`src/rtl/lfsr_pkg.sv`:
```
// Shared types, tap constants and helpers for the LFSR random generator.
// Tap masks select state bits XNORed into the MSB on each right shift.
package lfsr_pkg;

  typedef enum logic [0:0] {
    IDLE = 1'b0,
    STEP = 1'b1
  } draw_state_t;

  localparam logic [2:0]  TAPS_3  = 3'h3;
  localparam logic [3:0]  TAPS_4  = 4'h3;
  localparam logic [4:0]  TAPS_5  = 5'h05;
  localparam logic [5:0]  TAPS_6  = 6'h03;
  localparam logic [6:0]  TAPS_7  = 7'h03;
  localparam logic [7:0]  TAPS_8  = 8'h1D;
  localparam logic [8:0]  TAPS_9  = 9'h011;
  localparam logic [9:0]  TAPS_10 = 10'h009;
  localparam logic [10:0] TAPS_11 = 11'h005;
  localparam logic [11:0] TAPS_12 = 12'h941;
  localparam logic [12:0] TAPS_13 = 13'h1601;
  localparam logic [13:0] TAPS_14 = 14'h2A01;
  localparam logic [14:0] TAPS_15 = 15'h0003;
  localparam logic [15:0] TAPS_16 = 16'h100B;
  localparam logic [16:0] TAPS_17 = 17'h00009;
  localparam logic [17:0] TAPS_18 = 18'h00081;
  localparam logic [18:0] TAPS_19 = 19'h62001;
  localparam logic [19:0] TAPS_20 = 20'h00009;
  localparam logic [20:0] TAPS_21 = 21'h000005;
  localparam logic [21:0] TAPS_22 = 22'h000003;
  localparam logic [22:0] TAPS_23 = 23'h000021;
  localparam logic [23:0] TAPS_24 = 24'h000087;
  localparam logic [24:0] TAPS_25 = 25'h0000009;
  localparam logic [25:0] TAPS_26 = 26'h3100001;
  localparam logic [26:0] TAPS_27 = 27'h6400001;
  localparam logic [27:0] TAPS_28 = 28'h0000009;
  localparam logic [28:0] TAPS_29 = 29'h00000005;
  localparam logic [29:0] TAPS_30 = 30'h25000001;
  localparam logic [30:0] TAPS_31 = 31'h00000009;
  localparam logic [31:0] TAPS_32 = 32'hC0000401;

  // True when the low w bits of v are all ones (the XNOR lockup state).
  function automatic logic is_all_ones(
    input logic [31:0] v,
    input int          w
  );
    logic [31:0] m;
    if (w >= 32) m = 32'hFFFF_FFFF;
    else         m = (32'd1 << w) - 32'd1;
    return (v & m) == m;
  endfunction

endpackage

```
`src/rtl/lfsr_core.sv`:
```
// XNOR Fibonacci shift register with seed load, lockup recovery, wrap flag.
// Ports: clk, reset, shift, load, seed_in -> state, lockup, period_wrap.
module lfsr_core
  import lfsr_pkg::*;
#(
  parameter int               WIDTH = 10,
  parameter logic [WIDTH-1:0] TAPS  = TAPS_10,
  parameter logic [WIDTH-1:0] SEED  = '0
) (
  input  logic             clk,
  input  logic             reset,
  input  logic             shift,
  input  logic             load,
  input  logic [WIDTH-1:0] seed_in,
  output logic [WIDTH-1:0] state,
  output logic             lockup,
  output logic             period_wrap
);

  logic             w_fb;
  logic             w_lock;
  logic [WIDTH-1:0] w_next;

  assign w_fb   = ~^(state & TAPS);
  assign w_next = {w_fb, state[WIDTH-1:1]};
  assign w_lock = is_all_ones(32'(state), WIDTH);

  always_ff @(posedge clk) begin
    if (reset) begin
      state       <= SEED;
      lockup      <= 1'b0;
      period_wrap <= 1'b0;
    end else begin
      lockup      <= 1'b0;
      period_wrap <= 1'b0;
      if (load) begin
        state <= seed_in;
      end else if (shift) begin
        // All-ones is a fixed point of XNOR feedback: jump to SEED.
        if (w_lock) begin
          state  <= SEED;
          lockup <= 1'b1;
        end else begin
          state       <= w_next;
          period_wrap <= (w_next == SEED);
        end
      end
    end
  end

endmodule

```
`src/rtl/lfsr_rand_gen.sv`:
```
// LFSR random source with a request/valid draw of STEPS shifts per value.
// Ports: clk, reset, en, load, seed_in, draw_req -> draw_*, state_out, flags.
module lfsr_rand_gen
  import lfsr_pkg::*;
#(
  parameter int               WIDTH = 10,
  parameter logic [WIDTH-1:0] TAPS  = TAPS_10,
  parameter logic [WIDTH-1:0] SEED  = '0,
  parameter int               STEPS = 1
) (
  input  logic             clk,
  input  logic             reset,
  input  logic             en,
  input  logic             load,
  input  logic [WIDTH-1:0] seed_in,
  input  logic             draw_req,
  output logic             draw_busy,
  output logic             draw_valid,
  output logic [WIDTH-1:0] draw_value,
  output logic [WIDTH-1:0] state_out,
  output logic             lockup,
  output logic             period_wrap
);

  localparam int CW = $clog2(WIDTH + 1);
  localparam logic [CW-1:0] CNT_INIT = CW'(STEPS - 1);
  localparam logic [CW-1:0] CNT_LAST = CW'(1);

  draw_state_t      r_fsm;
  logic [CW-1:0]    r_cnt;
  logic             r_valid;
  logic [WIDTH-1:0] r_value;

  logic             w_idle;
  logic             w_start;
  logic             w_shift;
  logic             w_done;
  logic             w_fb;
  logic [WIDTH-1:0] w_state;
  logic [WIDTH-1:0] w_nxt;

  assign w_idle  = (r_fsm == IDLE);
  assign w_start = w_idle & draw_req & ~load;

  // The draw owns the shifter; en only counts while idle.
  assign w_shift = ~load &
                   ((r_fsm == STEP) |
                    (w_idle & (draw_req | en)));

  assign w_done = ~load &
                  ((w_start & (STEPS == 1)) |
                   ((r_fsm == STEP) & (r_cnt == CNT_LAST)));

  // Value the core will hold after this edge's shift.
  assign w_fb  = ~^(w_state & TAPS);
  assign w_nxt = is_all_ones(32'(w_state), WIDTH) ?
                 SEED : {w_fb, w_state[WIDTH-1:1]};

  lfsr_core #(
    .WIDTH (WIDTH),
    .TAPS  (TAPS),
    .SEED  (SEED)
  ) u_core (
    .clk         (clk),
    .reset       (reset),
    .shift       (w_shift),
    .load        (load),
    .seed_in     (seed_in),
    .state       (w_state),
    .lockup      (lockup),
    .period_wrap (period_wrap)
  );

  always_ff @(posedge clk) begin
    if (reset) begin
      r_fsm   <= IDLE;
      r_cnt   <= '0;
      r_valid <= 1'b0;
      r_value <= '0;
    end else begin
      r_valid <= 1'b0;
      if (load) begin
        r_fsm <= IDLE;
        r_cnt <= '0;
      end else begin
        case (r_fsm)
          IDLE: begin
            if (draw_req) begin
              r_cnt <= CNT_INIT;
              if (STEPS > 1) r_fsm <= STEP;
            end
          end
          STEP: begin
            r_cnt <= r_cnt - CNT_LAST;
            if (r_cnt == CNT_LAST) r_fsm <= IDLE;
          end
          default: r_fsm <= IDLE;
        endcase
      end
      if (w_done) begin
        r_value <= w_nxt;
        r_valid <= 1'b1;
      end
    end
  end

  assign draw_busy  = ~w_idle;
  assign draw_valid = r_valid;
  assign draw_value = r_value;
  assign state_out  = w_state;

endmodule

```
`config.mk`:
```
export PLATFORM = sky130hd
export DESIGN_NAME = lfsr_rand_gen
export DESIGN_NICKNAME = d
export VERILOG_FILES = /design/src/rtl/lfsr_pkg.sv /design/src/rtl/lfsr_core.sv /design/src/rtl/lfsr_rand_gen.sv
export SDC_FILE = /design/constraint.sdc
export NUM_CORES = 1
export LEC_CHECK = 0
export BUFFER_PORTS_ARGS = -buffer_cell sky130_fd_sc_hd__clkbuf_2
export CORE_UTILIZATION = 45
export DETAILED_ROUTE_END_ITERATION = 6
export MAX_ROUTING_LAYER = met4
export PLACE_DENSITY = 0.72
export SLEW_MARGIN = 20
export SYNTH_ARGS = -nofsm -noshare
export SYNTH_HDL_FRONTEND = slang
export SYNTH_SLANG_ARGS = --single-unit
```
`constraint.sdc`:
```
create_clock -name clk -period 1.2 [get_ports clk]
set_input_delay 0.36 -clock clk [delete_from_list [all_inputs] [get_ports clk]]
set_output_delay 0.36 -clock clk [all_outputs]
set_load 0.1 [all_outputs]
```
==> metrics.txt <==
WP data arrival ~1.8 ns; routed vias approximately 1,800; Worst slew margin 75.9%; startpoint types register; Std-Cell Rows 19; Clock Latency Late Sink 0.35 ns; Least-Margin Pin Slew between 0.3 and 0.4 ns; die area roughly 3200 µm²; clk_skew 0.00760 ns; area of the core about 2800 µm²; post-route cell area ~2600 µm²; Pre-antenna DRT Iters 5; hold path endpoint u_core.state[8]; CTS tree done; top cell type's share of synthesized area about two fifths; Mapped Cells between 100 and 150; Die W between 50 and 60 µm; Setup crit start r_cnt[1]; Fin Hold WS about 0.34 ns; initial core utilization a little under half; RSZ-0062 raised after global routing true; Hold Crit Depth 3; CTS Buffer Depth 2; H-tree levels 1; # hold bufs at CTS 0; PwrDens about 960 nW/µm²; Max Cap Viol 0; per-cell routed wire length ~28 µm; Post-synth EDFFs 0; vias in the first global route about 1,600; IO Pins 39; share of layout cells above drive strength 1 ~70%; Post-Route WL ~7 mm; flop-to-flop setup slack -0.36 ns; most frequent cell after synthesis dfxtp_1; Worst EP required 1.47 ns; Reg-to-Reg End draw_value[7]; syn avg cell area ~9.5 µm²; post-route clock period utilization 130%; Final Critical Period ~1.6 ns; Worst-path clk slew 0.18 ns; final core occ between 90% and 100%; drt drc 0; Final WS setup -0.361 ns; worst hold path type in -> reg; Async SR Flop Fraction 0%; Final setup viols 50; Synth Register Bits 28; peak supply drop 0.00114 V; post-synth top area cell dfxtp_1; CP Class reg -> reg; Filler Cells Inserted 87; Layout area overhead 94.1%; initial antenna violation count 0; synthesized cell area around 1300 µm²; total power 2490 µW; Ant. Diodes 0; Initial DRC Count a little under 200; instance area after placement ~2100 µm²; largest net degree at the start of global routing 17; Highest Clock Rate around 640 MHz; drt via density ~7; DP HPWL roughly 2.8 mm; register area share after synthesis 42.0%; top cells by count, synth dfxtp_1, nand2_1, inv_1; grt ovf 0; total clock buffers created by CTS 3; Ys Warns 0; crit-path max FO 5; top cells by area, synth dfxtp_1, o32ai_2, a22oi_1; CP Cell Sequence inv_2 -> ha_4 -> nor3b_4 -> a221o_1 -> buf_6 -> o32ai_2; GP Congestion about 0.84; root buf cell clkbuf_4; failing checks negative setup slack; Die Y 56.5 µm; Static Leak approximately 0.0010 µW; Final ANT Viol Nets 0; slowest cell on the critical path dfxtp_2; worst reg-to-reg path cell count 6; CTS sink cnt 28; Main synth FF type dfxtp_1; slowest stage delay, CP 0.40 ns; input/output buffers 38; Syn Nets ~160; fin. max-slew vios 0; global-route wire length before repair about 8.8 mm; Critical R2R Launch r_cnt[1]; post-synth cell types 35; status finished with violations; Hold Violations, Final 0; dpl ws -0.302 ns; Tot GR Track Use 38.3%; hold path start seed_in[8]; Setup crit end kind register; post-layout net count around 240
what timing repair did:
item                                    CTS  global route
cloned                                    4             0
buffers inserted                         16             6
endpoints found under the hold margin     0             0
endpoints found under the setup margin   48            49
pin swaps                                18             6
resized for setup                        36            16
registers in the layout (all words and copies together), names as in the netlist:
name / flops
draw_busy: 1
draw_valid: 1
draw_value: 10
r_cnt: 4
u_core.lockup: 1
u_core.period_wrap: 1
u_core.state: 10
metrics by stage:
stage / TNS, ns / instances
final: -8.35 / 252
after global routing: -9.08 / 252
after CTS: -5.52 / 247
after detailed placement: -4.02 / 223
after global placement: -3.09 / 223
after floorplan: -2.81 / 140
cell families (layout without fill, tap and decap cells):
kind of cell,count (synthesis),in the layout,synth area share (%)
AO/OA/AOI/OAI,36,36,25.0
AND/OR/NAND/NOR,48,48,19.8
flip-flops,28,28,42.0
XOR/XNOR,2,2,1.31
multiplexers,2,2,1.50
buffers and inverters,22,103,8.53
adder cells (fa/ha/maj),2,2,1.87
routing by layer:
metal,track usage (%),share of wire (%),vias to the layer above
met4,23.0,9.9,0
met5,-,0,-
met1,43.3,32,820
li1,-,-,673
met2,63.2,47,193
met3,6.45,11,74
area by class of cell:
class | count | area, µm² | area share [%]
Timing Repair Buffer | 87 | 981 | 37.9
Multi-Input combinational cell | 90 | 848 | 32.7
Sequential cell | 28 | 626 | 24.1
Inverter | 12 | 45.0 | 1.74
Tap cell | 31 | 38.8 | 1.50
Clock inverter | 1 | 30.0 | 1.16
Clock buffer | 3 | 22.5 | 0.869
critical path, delay by kind of cell, from the launching register on:
family,cells,cell delay [ns]
buf+inv,2,0.25
simple gates,1,0.15
compound gates,2,0.51
flops,1,0.40
fa+ha+maj,1,0.16
layout by cell type (no fill, tap or decap), types with 3 or more instances in the layout:
cell type,n
nand3_1,9
o32ai_2,8
nor2_1,7
nor2b_1,3
inv_1,10
clkbuf_2,14
buf_4,33
buf_6,14
o22ai_2,9
dfxtp_2,13
o32ai_4,3
nand2_1,12
clkbuf_4,3
a22oi_1,10
buf_12,25
dfxtp_4,13
worst max-delay path by stage:
| stage | cells after the start | slack, ns | end |
|---|---|---|---|
| global placement | 6 | -0.19 | draw_value[4] |
| CTS | 6 | -0.27 | draw_value[8] |
| global route | 6 | -0.38 | draw_value[9] |
| finish | 6 | -0.36 | draw_value[7] |
| floorplan | 4 | -0.14 | u_core.state[9] |
| detailed placement | 6 | -0.30 | draw_value[8] |
where the power goes:
part           switching [µW]  internal [µW]
Combinational             481            324
Sequential               59.6            956
Clock                     331            338
Total                     872           1620
No activity file was read; power rests on OpenSTA's default activity.
